==> src/rtl/uart_rx_if.sv <==
// Receiver-side bundle: serial line in, tick / done strobe / received word out.
`timescale 1ns/1ps
interface uart_rx_if #(
    parameter int DATA_WIDTH = 8
);
    logic                  i_rx_data;
    logic                  o_tick;
    logic                  o_rx_done_bit;
    logic [DATA_WIDTH-1:0] o_data_byte;
    logic                  o_frame_err;

    modport master (
        input  i_rx_data,
        output o_tick,
        output o_rx_done_bit,
        output o_data_byte,
        output o_frame_err
    );

    modport slave (
        output i_rx_data,
        input  o_tick,
        input  o_rx_done_bit,
        input  o_data_byte,
        input  o_frame_err
    );
endinterface

==> src/rtl/uart_rx_core.sv <==
// UART receiver: free-running oversample tick divider, 2-flop input synchroniser and
// start/data/stop FSM producing a parallel word with a single-cycle done strobe.
`timescale 1ns/1ps
module uart_rx_core #(
    parameter int CLK_FREQ   = 50_000_000,
    parameter int BAUD_RATE  = 19200,
    parameter int OVERSAMPLE = 16,
    parameter int DATA_WIDTH = 8,
    parameter int STOP_WIDTH = 1
) (
    input logic       clk,
    input logic       reset,
    uart_rx_if.master bus
);
    localparam int DIV       = (CLK_FREQ + BAUD_RATE * OVERSAMPLE / 2) / (BAUD_RATE * OVERSAMPLE);
    localparam int DIV_W     = (DIV > 1) ? $clog2(DIV) : 1;
    localparam int STOP_LAST = OVERSAMPLE * STOP_WIDTH - 1;
    localparam int S_W       = (STOP_LAST > 0) ? $clog2(STOP_LAST + 1) : 1;
    localparam int N_W       = (DATA_WIDTH > 1) ? $clog2(DATA_WIDTH) : 1;

    localparam logic [DIV_W-1:0] DIV_LAST    = DIV_W'(DIV - 1);
    localparam logic [S_W-1:0]   S_MID       = S_W'(OVERSAMPLE / 2 - 1);
    localparam logic [S_W-1:0]   S_BIT_LAST  = S_W'(OVERSAMPLE - 1);
    localparam logic [S_W-1:0]   S_STOP_LAST = S_W'(STOP_LAST);
    localparam logic [N_W-1:0]   N_LAST      = N_W'(DATA_WIDTH - 1);

    typedef enum logic [1:0] {IDLE, START, DATA, STOP} state_t;

    logic [DIV_W-1:0]      tick_cnt;
    logic                  tick;
    logic                  rx_p0;
    logic                  rx_p1;
    state_t                state;
    logic [S_W-1:0]        s;
    logic [N_W-1:0]        n;
    logic [DATA_WIDTH-1:0] shift_reg;
    logic [DATA_WIDTH-1:0] data_byte;
    logic                  rx_done;
    logic                  frame_err;

    // Tick divider runs continuously and is never re-aligned to the incoming frame.
    always_ff @(posedge clk or posedge reset) begin
        if (reset) begin
            tick_cnt <= '0;
        end else if (tick_cnt == DIV_LAST) begin
            tick_cnt <= '0;
        end else begin
            tick_cnt <= tick_cnt + 1'b1;
        end
    end

    assign tick = (tick_cnt == DIV_LAST);

    // Synchroniser flops come out of reset high so an idle line never looks like a start bit.
    always_ff @(posedge clk or posedge reset) begin
        if (reset) begin
            rx_p0 <= 1'b1;
            rx_p1 <= 1'b1;
        end else begin
            rx_p0 <= bus.i_rx_data;
            rx_p1 <= rx_p0;
        end
    end

    always_ff @(posedge clk or posedge reset) begin
        if (reset) begin
            state     <= IDLE;
            s         <= '0;
            n         <= '0;
            shift_reg <= '0;
            data_byte <= '0;
            rx_done   <= 1'b0;
            frame_err <= 1'b0;
        end else begin
            rx_done <= 1'b0;
            case (state)
                IDLE: begin
                    if (!rx_p1) begin
                        state <= START;
                        s     <= '0;
                    end
                end
                START: begin
                    if (tick) begin
                        if (s == S_MID) begin
                            // Start bit must still be low at its centre, otherwise treat it as a glitch.
                            if (!rx_p1) begin
                                state <= DATA;
                                s     <= '0;
                                n     <= '0;
                            end else begin
                                state <= IDLE;
                            end
                        end else begin
                            s <= s + 1'b1;
                        end
                    end
                end
                DATA: begin
                    if (tick) begin
                        if (s == S_BIT_LAST) begin
                            shift_reg <= {rx_p1, shift_reg[DATA_WIDTH-1:1]};
                            s         <= '0;
                            if (n == N_LAST) begin
                                state <= STOP;
                            end else begin
                                n <= n + 1'b1;
                            end
                        end else begin
                            s <= s + 1'b1;
                        end
                    end
                end
                STOP: begin
                    if (tick) begin
                        if (s == S_STOP_LAST) begin
                            data_byte <= shift_reg;
                            frame_err <= ~rx_p1;
                            rx_done   <= 1'b1;
                            state     <= IDLE;
                            s         <= '0;
                        end else begin
                            s <= s + 1'b1;
                        end
                    end
                end
                default: state <= IDLE;
            endcase
        end
    end

    assign bus.o_tick        = tick;
    assign bus.o_rx_done_bit = rx_done;
    assign bus.o_data_byte   = data_byte;
    assign bus.o_frame_err   = frame_err;
endmodule

==> src/flat_wrapper.sv <==
// flat-port wrapper written by rule: the top's interface ports become plain ports
module uart_rx_core_flat 
#(
    parameter int CLK_FREQ   = 50_000_000,
    parameter int BAUD_RATE  = 19200,
    parameter int OVERSAMPLE = 16,
    parameter int DATA_WIDTH = 8,
    parameter int STOP_WIDTH = 1
)
  (clk, reset, bus_i_rx_data, bus_o_tick, bus_o_rx_done_bit, bus_o_data_byte, bus_o_frame_err);
  uart_rx_if #(.DATA_WIDTH(DATA_WIDTH)) bus_i ();
  input logic clk;
  input logic reset;
  input wire logic [$bits(bus_i.i_rx_data)-1:0] bus_i_rx_data;
  output wire logic [$bits(bus_i.o_tick)-1:0] bus_o_tick;
  output wire logic [$bits(bus_i.o_rx_done_bit)-1:0] bus_o_rx_done_bit;
  output wire logic [$bits(bus_i.o_data_byte)-1:0] bus_o_data_byte;
  output wire logic [$bits(bus_i.o_frame_err)-1:0] bus_o_frame_err;
  assign bus_i.i_rx_data = bus_i_rx_data;
  assign bus_o_tick = bus_i.o_tick;
  assign bus_o_rx_done_bit = bus_i.o_rx_done_bit;
  assign bus_o_data_byte = bus_i.o_data_byte;
  assign bus_o_frame_err = bus_i.o_frame_err;
  uart_rx_core #(.CLK_FREQ(CLK_FREQ), .BAUD_RATE(BAUD_RATE), .OVERSAMPLE(OVERSAMPLE), .DATA_WIDTH(DATA_WIDTH), .STOP_WIDTH(STOP_WIDTH)) u_core (.clk(clk), .reset(reset), .bus(bus_i));
endmodule
==> config.mk <==
export PLATFORM = sky130hd
export DESIGN_NAME = uart_rx_core_flat
export DESIGN_NICKNAME = d
export VERILOG_FILES = /design/src/rtl/uart_rx_if.sv /design/src/rtl/uart_rx_core.sv /design/src/flat_wrapper.sv
export SDC_FILE = /design/constraint.sdc
export NUM_CORES = 1
export LEC_CHECK = 0
export ABC_AREA = 0
export CAP_MARGIN = 10
export CORE_UTILIZATION = 54
export CTS_BUF_LIST = sky130_fd_sc_hd__clkbuf_2 sky130_fd_sc_hd__clkbuf_4 sky130_fd_sc_hd__clkbuf_8
export CTS_CLUSTER_DIAMETER = 50
export DETAILED_ROUTE_END_ITERATION = 6
export GPL_ROUTABILITY_DRIVEN = 0
export GPL_TIMING_DRIVEN = 0
export PLACE_DENSITY = 0.82
export SYNTH_ARGS = -nofsm -noshare
export SYNTH_HDL_FRONTEND = slang
export SYNTH_SLANG_ARGS = --single-unit
==> constraint.sdc <==
create_clock -name clk -period 1.8 [get_ports clk]
set_input_delay 0.36 -clock clk [delete_from_list [all_inputs] [get_ports clk]]
set_output_delay 0.36 -clock clk [all_outputs]
set_load 0.05 [all_outputs]
==> reports/qor.yml <==
global_route:
  grt_pass1_wl_mm: 6.023
  grt_pass1_vias: 1298
  antenna_found_initial: 0
  gr-total-overflow: 0
  grt_usage_pct: 24.06
  grt_max_degree: 23
placed_design:
  portBuffers: 13
  place_hpwl_mm: 2.200
  place_inst: 202
  dp_slack_ps: -620.5
setup_path:
  cpPeakStageDelay_ps: 460
  worstSetupPathType: "flop to flop"
  arrival_ps: 2120
  end_kind: "flop"
  cp_max_fo: 4
  cp.required_ps: 2050
  cpMaxStageDelayCell: "or4_4"
  start_kind: "flop"
  cp_cell_sequence: "buf_4 -> or4_4 -> nor4_4 -> buf_4 -> mux2_4"
  cp_common_cell: "buf_4"
routing:
  dr_wl_met3_um: 144
  vias: 1283
  wirelength_mm: 3.608
  wl_met1_mm: 1.525
  vias_per_cell: 5.677
  drc_errors: 0
  route.met2.wl_mm: 1.868
  drtAntennaViolNets: 0
  wl_per_cell_um: 15.96
  drt-initial-drc-count: 66
  top_layer: "met4"
  dr.pass1.iters: 4
synth:
  synth_edf_count: 0
  ys_warn_count: 0
  yosysMostFrequentCell: "dfrtp_1"
  synth_cells: 144
  synth_seq_cells: 37
  async_flop_share_pct: 100.0
  synth-main-ff-cell: "dfrtp_1"
  synth_area_leaders: "dfrtp_1, mux2_2, mux2_4"
  syn_area_per_cell_um2: 12.08
  synth_top_area_share_pct: 50.36
  synth-seq-area-share_pct: 53.38
  ys_types: 38
  yosys.area.top_type: "dfrtp_1"
  syn_area_um2: 1739
  synthTopCellsByCount: "dfrtp_1, mux2_2, nand3_1, nor2_1, o21ai_0"
  synth.net_count: 152
sta:
  grt_setup_unrepaired: "yes"
  clock_skew_ps: 5.426
  period_share_pct: 104.4
  slew_violations: 0
  finalSetupTns_ps: -1131
  layout_setup_ws_ps: -78.86
  finalCriticalPeriod_ps: 1879
  fmax_ghz: 0.5322
  hold_violations: 0
  tightestPinTransition_ps: 696.5
  slew_headroom_pct: 53.52
  finalSetupViolations: 22
status:
  violations: "negative setup slack"
  status: "finished, violations left"
job:
  cap_violations: 0
floorplan:
  num_rows: 20
  io_pins: 14
  chipWidth_um: 58.75
  initial_core_util_pct: 56.97
  core-area_um2: 3053
  dieArea_um2: 3452
  die_h_um: 58.75
final_layout:
  syn_to_final_growth_pct: 31.44
  final_util_pct: 74.88
  antennaDiodeCount: 0
  final_nets: 189
  final_cell_count_no_fill: 226
  drive_above_1_share_pct: 36.81
  fill_cells: 205
clock_network:
  cts_num_sinks: 37
  clockRootBuffer: "clkbuf_4"
  htreeDepth: 2
  holdBufCountCts: 0
  tritoncts: "built"
  worstSkewPairLatency_ps: 350
  clk_pin_slew_ps: 110
  clk_path_buf_depth: 2
  cts_inserted_buffers: 5
power_and_ir_drop:
  total_power_mw: 1.479
  power_density_nw_per_um2: 646.8
  leakage_nw: 1.130
  ir_drop_mv: 0.7486
min_path:
  hold_path_class: "flop to flop"
-- what timing repair did --
action,in CTS,in global routing
setup endpoints to repair,30,22
endpoints found under the hold margin,0,0
setup buffers,14,2
gates resized for setup,41,3
pin swaps,5,0
cloned,1,0
-- cell families (layout without fill, tap and decap cells) --
kind of cell / Yosys count / after routing / synth area share, %
DFF: 37 / 37 / 53.38
adders and majority gates: 5 / 5 / 3.597
buffers and inverters: 11 / 49 / 2.806
muxes: 19 / 19 / 13.81
and+or+nand+nor: 43 / 43 / 15.18
xor gates and xnor gates: 3 / 3 / 1.511
AOI/OAI and AO/OA: 26 / 26 / 9.712
-- where the power goes --
group / switching, mW / internal [mW] / total [mW] / leakage, nW
combinational: 0.0195 / 0.0107 / 0.0302 / 0.601
clock: 0.281 / 0.330 / 0.611 / 0.0445
sequential: 0.00274 / 0.835 / 0.838 / 0.485
-- per-stage QoR --
stage	hold slack (ps)	cell area (um^2)
finish	362.2	2286
global route	365.7	2286
CTS	363.1	2260
detailed placement	347.3	1966
global placement	346.1	1938
floorplan	345.2	1753
-- cell type report --
| cell class | count | area (um^2) | share of cell area [%] |
|---|---|---|---|
| repair buffers | 31 | 310.3 | 13.57 |
| plain buffers | 2 | 15.01 | 0.6568 |
| clock inverters | 2 | 37.54 | 1.642 |
| multi-input cells | 96 | 850.8 | 37.22 |
| well taps | 44 | 55.05 | 2.408 |
| inverters | 8 | 32.53 | 1.423 |
| flip-flops and latches | 37 | 933.4 | 40.83 |
| clock buffers | 6 | 51.30 | 2.244 |
-- metal layers --
layer	vias to the layer above	GRT usage, %
met5	-	0
met4	0	7.823
met3	7	7.912
met2	37	40.26
met1	639	29.31
li1	600	-
-- cells in the final DEF, fill, tap and decap left out, drive strengths merged --
master         Yosys  routed
mux2              19      19
a211oi             1       1
nor3               4       4
clkinvlp           0       1
a2bb2oi            1       1
dfrtp             35      35
nand3b             1       1
nor2               9       9
o31ai              2       2
nor4               2       2
or4                1       1
xnor2              2       2
a32oi              1       1
clkbuf             2       7
a21o               1       1
nor2b              1       1
a211o              1       1
o21ai              9       9
nand4              1       1
dlygate4sd2        0      10
bufinv             0       1
ha                 5       5
xor2               1       1
clkdlybuf4s50      0       2
buf                1      20
nand3             11      11
nand2              6       6
a32o               1       1
or2                1       1
a22o               2       2
a21oi              3       3
nand2b             2       2
and3               4       4
a31oi              4       4
dfstp              2       2
inv                8       8
-- critical path: cells and delay by family (launching register included) --
family / cells / cell delay [ps]
mux: 1 / 290
simple gates: 2 / 680
buf+inv: 2 / 350
flops: 1 / 440
-- path summary, 6_finish.rpt --
check / endpoint / slack (ps) / start / cells after the start
worst max register to register: u_core.bus.o_data_byte[4]$_DFFE_PP0P_ / -80 / u_core.tick_cnt[6]$_DFF_PP0_ / 5
worst max-delay path: u_core.bus.o_data_byte[4]$_DFFE_PP0P_ / -80 / u_core.tick_cnt[6]$_DFF_PP0_ / 5
min in group asynchronous: u_core.bus.o_data_byte[7]$_DFFE_PP0P_ / 410 / reset / 2
max in group asynchronous: u_core.rx_p1$_DFF_PP1_ / 760 / reset / 3
worst min-delay path: u_core.rx_p1$_DFF_PP1_ / 360 / u_core.rx_p0$_DFF_PP1_ / 0
worst min register to register: u_core.rx_p1$_DFF_PP1_ / 360 / u_core.rx_p0$_DFF_PP1_ / 0
No activity file was read; power rests on OpenSTA's default activity.
